**src/rtl/rf_wr_port_arbiter.sv**
```systemverilog
// Register-file write-port arbiter: writeback has priority, multi-cycle
// results queue in a small FIFO and drain into idle write-port cycles.
module rf_wr_port_arbiter #(
  parameter int BIT_WIDTH    = 32,
  parameter int DEPTH        = 4,
  parameter int STARVE_LIMIT = 8
) (
  input  logic                   clk,
  input  logic                   rst,
  input  logic                   wb_wr,
  input  logic [4:0]             wb_reg,
  input  logic [BIT_WIDTH-1:0]   wb_data,
  input  logic                   mc_valid,
  input  logic [4:0]             mc_reg,
  input  logic [BIT_WIDTH-1:0]   mc_data,
  output logic                   mc_ready,
  output logic                   rf_wr,
  output logic [4:0]             rf_reg,
  output logic [BIT_WIDTH-1:0]   rf_data,
  output logic                   wb_stall,
  input  logic [4:0]             chk_reg1,
  input  logic [4:0]             chk_reg2,
  output logic                   chk_busy1,
  output logic                   chk_busy2,
  output logic [$clog2(DEPTH):0] fifo_count
);

  localparam int PW = $clog2(DEPTH);
  localparam int CW = PW + 1;
  localparam int SW = $clog2(STARVE_LIMIT + 1);
  localparam logic [CW-1:0] FULL = CW'(DEPTH);
  localparam logic [SW-1:0] LIMIT = SW'(STARVE_LIMIT);
  localparam logic [0:0] ST_NORMAL = 1'b0;
  localparam logic [0:0] ST_STALL  = 1'b1;

  logic [4:0]           r_mem_reg  [DEPTH];
  logic [BIT_WIDTH-1:0] r_mem_data [DEPTH];
  logic [PW-1:0]        r_rd_ptr;
  logic [PW-1:0]        r_wr_ptr;
  logic [CW-1:0]        r_count;
  logic [SW-1:0]        r_starve;
  logic [0:0]           r_state;

  logic          w_pipe;
  logic          w_push;
  logic          w_pop;
  logic          w_nonempty;
  logic [SW-1:0] w_starve_nxt;
  logic [PW-1:0] w_off;

  assign w_nonempty = (r_count != '0);
  assign mc_ready   = (r_count < FULL);
  assign w_pipe     = wb_wr && (wb_reg != 5'd0);
  // Register 0 writes are accepted but dropped, never occupying a slot.
  assign w_push     = mc_valid && mc_ready && (mc_reg != 5'd0);
  assign w_pop      = !w_pipe && w_nonempty;
  assign fifo_count = r_count;
  assign wb_stall   = (r_state == ST_STALL);

  always_comb begin
    rf_wr   = 1'b0;
    rf_reg  = 5'd0;
    rf_data = '0;
    if (w_pipe) begin
      rf_wr   = 1'b1;
      rf_reg  = wb_reg;
      rf_data = wb_data;
    end else if (w_nonempty) begin
      rf_wr   = 1'b1;
      rf_reg  = r_mem_reg[r_rd_ptr];
      rf_data = r_mem_data[r_rd_ptr];
    end
  end

  always_comb begin
    w_starve_nxt = r_starve;
    if (w_pop || !w_nonempty)
      w_starve_nxt = '0;
    else if (w_pipe && r_starve != LIMIT)
      w_starve_nxt = r_starve + 1'b1;
  end

  // Slot i is live when its distance from the read pointer is below count.
  always_comb begin
    chk_busy1 = 1'b0;
    chk_busy2 = 1'b0;
    w_off     = '0;
    for (int i = 0; i < DEPTH; i++) begin
      w_off = PW'(i) - r_rd_ptr;
      if ({1'b0, w_off} < r_count) begin
        if (r_mem_reg[i] == chk_reg1 && chk_reg1 != 5'd0)
          chk_busy1 = 1'b1;
        if (r_mem_reg[i] == chk_reg2 && chk_reg2 != 5'd0)
          chk_busy2 = 1'b1;
      end
    end
  end

  always_ff @(posedge clk) begin
    if (w_push) begin
      r_mem_reg[r_wr_ptr]  <= mc_reg;
      r_mem_data[r_wr_ptr] <= mc_data;
    end
  end

  always_ff @(posedge clk or posedge rst) begin
    if (rst) begin
      r_rd_ptr <= '0;
      r_wr_ptr <= '0;
      r_count  <= '0;
    end else begin
      if (w_push)
        r_wr_ptr <= r_wr_ptr + 1'b1;
      if (w_pop)
        r_rd_ptr <= r_rd_ptr + 1'b1;
      if (w_push && !w_pop)
        r_count <= r_count + 1'b1;
      else if (!w_push && w_pop)
        r_count <= r_count - 1'b1;
    end
  end

  always_ff @(posedge clk or posedge rst) begin
    if (rst) begin
      r_starve <= '0;
      r_state  <= ST_NORMAL;
    end else begin
      r_starve <= w_starve_nxt;
      unique case (r_state)
        ST_NORMAL:
          if (w_starve_nxt == LIMIT)
            r_state <= ST_STALL;
        ST_STALL:
          if (w_pop)
            r_state <= ST_NORMAL;
        default:
          r_state <= ST_NORMAL;
      endcase
    end
  end

endmodule

```
**config.mk**
```make
export PLATFORM = sky130hd
export DESIGN_NAME = rf_wr_port_arbiter
export DESIGN_NICKNAME = d
export VERILOG_FILES = /design/src/rtl/rf_wr_port_arbiter.sv
export SDC_FILE = /design/constraint.sdc
export NUM_CORES = 1
export LEC_CHECK = 0
export BUFFER_PORTS_ARGS = -buffer_cell sky130_fd_sc_hd__buf_2
export CORE_MARGIN = 5
export CORE_UTILIZATION = 57
export CTS_BUF_LIST = sky130_fd_sc_hd__clkbuf_8 sky130_fd_sc_hd__clkbuf_16
export CTS_CLUSTER_SIZE = 10
export DETAILED_ROUTE_END_ITERATION = 6
export PLACE_DENSITY = 0.9
export SYNTH_ARGS = -nofsm -noshare
export SYNTH_HDL_FRONTEND = slang
export SYNTH_SLANG_ARGS = --single-unit
```
**constraint.sdc**
```tcl
create_clock -name clk -period 5.7 [get_ports clk]
set_input_delay 0.57 -clock clk [delete_from_list [all_inputs] [get_ports clk]]
set_output_delay 0.57 -clock clk [all_outputs]
set_load 0.03 [all_outputs]
```
=== Word level (Yosys, flattened, before mapping) ===
Memories as Yosys holds them, arrays and structs flattened.
Index checks and enable logic that the tools add are counted.

* Memories: 2
* Output and inout bits: 45
* Bits in registers: 12
* RAM bits: 148
* Bits of input ports: 88

* Muxes and demuxes: 31
* Reductions and logical operators: 26
* Bitwise operators: 1
* Add/sub/neg operators: 9
* Equality and inequality tests: 10
* $lt $le $gt $ge: 5

{| class="wikitable"
|+ Memories
! name !! words !! bits a word !! rd ports !! clocked after memory_dff !! wr ports !! line !! text
|-
| r_mem_data || 4 || 32 || 1 || 0 || 1 || 37 || <nowiki>logic [BIT_WIDTH-1:0] r_mem_data [DEPTH];</nowiki>
|-
| r_mem_reg || 4 || 5 || 5 || 0 || 1 || 36 || <nowiki>logic [4:0] r_mem_reg [DEPTH];</nowiki>
|}

{| class="wikitable"
|+ Operators by type and width
! cell !! number
|-
| $mux 32 || 2
|-
| $eq 5x5->1 || 8
|-
| $mux 1 || 22
|-
| $reduce_bool 5->1 || 4
|-
| $logic_and 1x1->1 || 15
|-
| $lt 2x3->1 || 4
|-
| $mux 5 || 2
|-
| $mux 4 || 2
|-
| $mux 3 || 2
|-
| $add 2x1->2 const B || 2
|-
| $add 4x1->4 const B || 1
|-
| $eq 4x4->1 const B || 1
|-
| $logic_not 1->1 || 4
|-
| $ne 4x4->1 const B || 1
|-
| $sub 1x2->2 const A || 2
|-
| $sub 2x2->2 const A || 2
|-
| $add 3x1->3 const B || 1
|-
| $lt 3x3->1 const B || 1
|-
| $reduce_bool 3->1 || 1
|-
| $sub 3x1->3 const B || 1
|-
| $pmux 1 s2 || 1
|-
| $reduce_bool 2->1 || 1
|-
| $logic_or 1x1->1 || 1
|-
| $not 1->1 || 1
|}

=== Longest topological paths before layout ===
* Word-level depth: 10
* Depth in mapped cells: 10

=== Worst setup path before layout ===
No wires, ideal clock.

* Kind: reg-to-output
* Start point: register r_rd_ptr[1]
* End point: output port chk_busy1
* Setup slack: 2.900 ns
* Cell stages (with the launch flop): 9
* Arrival time: 2.230 ns
* Cells stage by stage: dfrtp_1 buf_1 inv_1 ha_1 a21boi_0 o21a_1 nor4_1 nor4_1 a21oi_1

* Cells in the longest elaborated chain, start to end: 9
* Elaborated cells on any way between the ends: 15

{| class="wikitable"
|+ RTL lines
! item !! line !! text
|-
| start, declared || 38 || <nowiki>logic [PW-1:0] r_rd_ptr;</nowiki>
|-
| start signal, assigned || 115 || <nowiki>r_rd_ptr <= r_rd_ptr + 1'b1;</nowiki>
|-
| $sub 1x2->2 || 89 || <nowiki>w_off = PW'(i) - r_rd_ptr;</nowiki>
|-
| $lt 2x3->1 || 90 || <nowiki>if ({1'b0, w_off} < r_count) begin</nowiki>
|-
| $mux 1 || 90 ||
|-
| $mux 1 || 91 || <nowiki>if (r_mem_reg[i] == chk_reg1 && chk_reg1 != 5'd0)</nowiki>
|-
| $mux 1 || 90 ||
|-
| $mux 1 || 91 ||
|-
| $mux 1 || 90 ||
|-
| $mux 1 || 91 ||
|-
| $mux 1 (*) || 90 ||
|-
| end, declared || 23 || <nowiki>output logic chk_busy1,</nowiki>
|}

Every way passes the cells marked *; elsewhere a longest branch is shown, timed or not.

=== Final worst setup path ===
Ends and elaborated chain as after synthesis.

==> qor.yml <==
run_status:
  status: "finished clean"
clock_tree:
  cts_root_buffer: "clkbuf_16"
  numClockSinks: 160
  post_cts_buffers: 0
  cts_buffers: 17
  htreeDepth: 4
  cts_buffer_depth: 2
  cts_resized: 0
  cts.clk_slew.worst_paths_ns: 0.06
  cts_tree: "done"
  postCtsHoldBufs: 0
  insertion_delay_ns: 0.42
power:
  vdd_drop_max_uv: 253
  p_leak_nw: 3.26
  power_frac_seq: 0.400
  powerDensity_nw_per_um2: 480
  intPower_mw: 2.74
  pwr-share-comb: 0.323
  clkPwrFrac: 0.277
  power.switching_mw: 1.39
  netSwitchingFraction: 0.336
setup_path:
  cpMostUsedCell: "nor4_1"
  crit_start: "r_rd_ptr[1]"
  arrival_ns: 3.01
  worstPathMaxFanout: 41
  critical_path_class: "reg2out"
  cpMaxStageDelayCell: "dfrtp_2"
  crit_chain: "xnor2_1 -> ha_1 -> nand2b_1 -> o2bb2ai_1 -> nor4_1 -> nor4_1 -> a21oi_1 -> buf_2"
  regToRegStartpoint: "fifo_count[0]"
  cp_top_family: "flip-flops"
  critPathBufInv: 1
  required_ns: 5.13
  start_kind: "register"
  cp-end-kind: "primary output"
  slowest_delay_ns: 1.04
grt:
  antenna_found_initial: 1
  overflow: 0
  grt_usage: 0.219
  grt_pass1_wl_mm: 24.5
  grt_pass1_vias: 4617
  grt_max_degree: 42
timing:
  slew_viol_final: 0
  relSlewSlack: 0.256
  finalWorstPathRequiredPeriod_ns: 3.58
  hold_violations: 0
  worst_slew_pin_slew_ns: 1.11
  fin_skew_ns: 0.00815
  rsz0062_at_grt: "false"
  fmax_ghz: 0.279
  setup-tns-final_ns: 0
  finalSetupViolations: 0
  finalWorstSetupSlack_ns: 2.12
  fin_crit_sh: 0.628
place:
  io_buffers: 132
  gp_congestion: 0.838
  pre_cts_ws_ns: 2.41
  dp_hpwl_mm: 10.0
  placed_cell_area_um2: 8000
synth:
  synth.area.top_cells: "edfxtp_1 62%, mux4_2 12%, dfrtp_1 4.2%"
  ys_seq_area_frac: 0.657
  syn_inst: 475
  yosysUniqueCellTypes: 42
  synth_top_area_frac: 0.615
  ys_warn_count: 0
  synth-seq-cells: 160
  synth_area_um2: 7230
  syn_area_per_cell_um2: 15.2
  yosysTopAreaCell: "edfxtp_1"
  syn_nets: 575
run:
  maxCapViolations: 0
drt:
  initialDrtViolationCount: 376
  drt.antenna.violating_nets: 0
  drt_first_pass_iters: 5
  wl_per_cell_um: 19.8
  vias_per_cell: 5.74
  num_vias: 4497
  drc: 0
  postRouteWirelength_mm: 15.5
finish:
  final_layout_size_suffix_gt1_frac: 0.357
  layout.cells.most_common: "edfxtp_1"
  post-route-cell-area_um2: 8600
  area_growth_pct: 19.1
  antenna-diode-count: 0
  largest_register_ffs: 128
  final_cell_mix: "148 x edfxtp_1, 132 x buf_2, 75 x nand2_1"
  fin_nets: 698
die:
  core_area_um2: 12500
  pin_count: 133
  die_height_um: 123
  num_rows: 41
  start_util: 0.577
  die_x_um: 123
  die_area_um2: 15000
min_path:
  hold_class: "in2async"
==> metal layers <==
metal	wire length, µm	GRT usage	share of wire
met1	6180	0.284	0.40
met2	8010	0.371	0.52
met3	1090	0.0512	0.071
met4	172	0.0665	0.011
met5	13	0	0.00084
==> path summary, 6_finish.rpt <==
check,slack (ns),end,cells past startpoint
max,2.12,chk_busy1,8
min,0.18,r_starve[1],2
max reg2reg,3.24,fifo_count[2],9
min reg2reg,0.57,wb_stall,1
max in group asynchronous,5.17,r_rd_ptr[0],2
min in group clk,0.36,r_mem_data[3][8],1
==> stage by stage <==
| stage | utilization | hold slack [ns] | power (mW) | std cells |
|---|---|---|---|---|
| 2_1_floorplan | - | 0.435 | 2.63 | 475 |
| 3_3_place_gp | 0.639 | 0.523 | 2.97 | 751 |
| 3_5_place_dp | 0.639 | 0.542 | 3.02 | 751 |
| 4_1_cts | 0.687 | 0.176 | 4.16 | 783 |
| 5_1_grt | 0.687 | 0.193 | 4.34 | 783 |
| 6_report | 0.687 | 0.175 | 4.13 | 783 |
==> synth_stat cells, drive strengths merged <==
cell type / count
ha: 11
xnor2: 30
a21oi: 5
a21boi: 1
o21a: 4
a22o: 2
nand2b: 2
nor2: 5
o2bb2ai: 2
nand2: 75
fa: 1
a32o: 1
o21ai: 6
or4: 1
nand3b: 1
xor2: 18
inv: 10
buf: 12
nor2b: 1
nand3: 42
or3: 2
dfrtp: 12
clkinv: 1
or2: 1
edfxtp: 148
a311o: 1
nor4: 10
mux2: 1
mux2i: 1
mux4: 37
and3: 1
and2: 4
o311a: 1
nor3: 6
clkbuf: 19
==> final cells by class <==
cell class                      instances  area [µm²]
Fill cell                             875        3910
Clock inverter                         15         184
Inverter                               11        41.3
Timing Repair Buffer                  135         683
Tap cell                              172         215
Sequential cell                       160        4750
Clock buffer                           17         425
Multi-Input combinational cell        273        2310
==> cells by family (layout without fill, tap and decap cells) <==
kind of cell / after synthesis / after routing / synth area share
AOI/OAI and AO/OA: 23 / 23 / 0.0239
xor gates and xnor gates: 48 / 48 / 0.0582
adders and majority gates: 12 / 12 / 0.0218
buffers and inverters: 42 / 178 / 0.0246
DFF: 160 / 160 / 0.657
muxes: 39 / 39 / 0.118
and+or+nand+nor: 151 / 151 / 0.0966
==> power by group through the flow <==
stage                     Clock (mW)  Combinational, mW  Sequential [mW]
final                           1.14               1.34             1.65
after global routing            1.21               1.44             1.68
after CTS                       1.15               1.35             1.66
after detailed placement           0               1.34             1.68
after global placement             0               1.30             1.66
after floorplan                    0               1.05             1.58
Note: power is estimated with default switching activity, not from simulation.
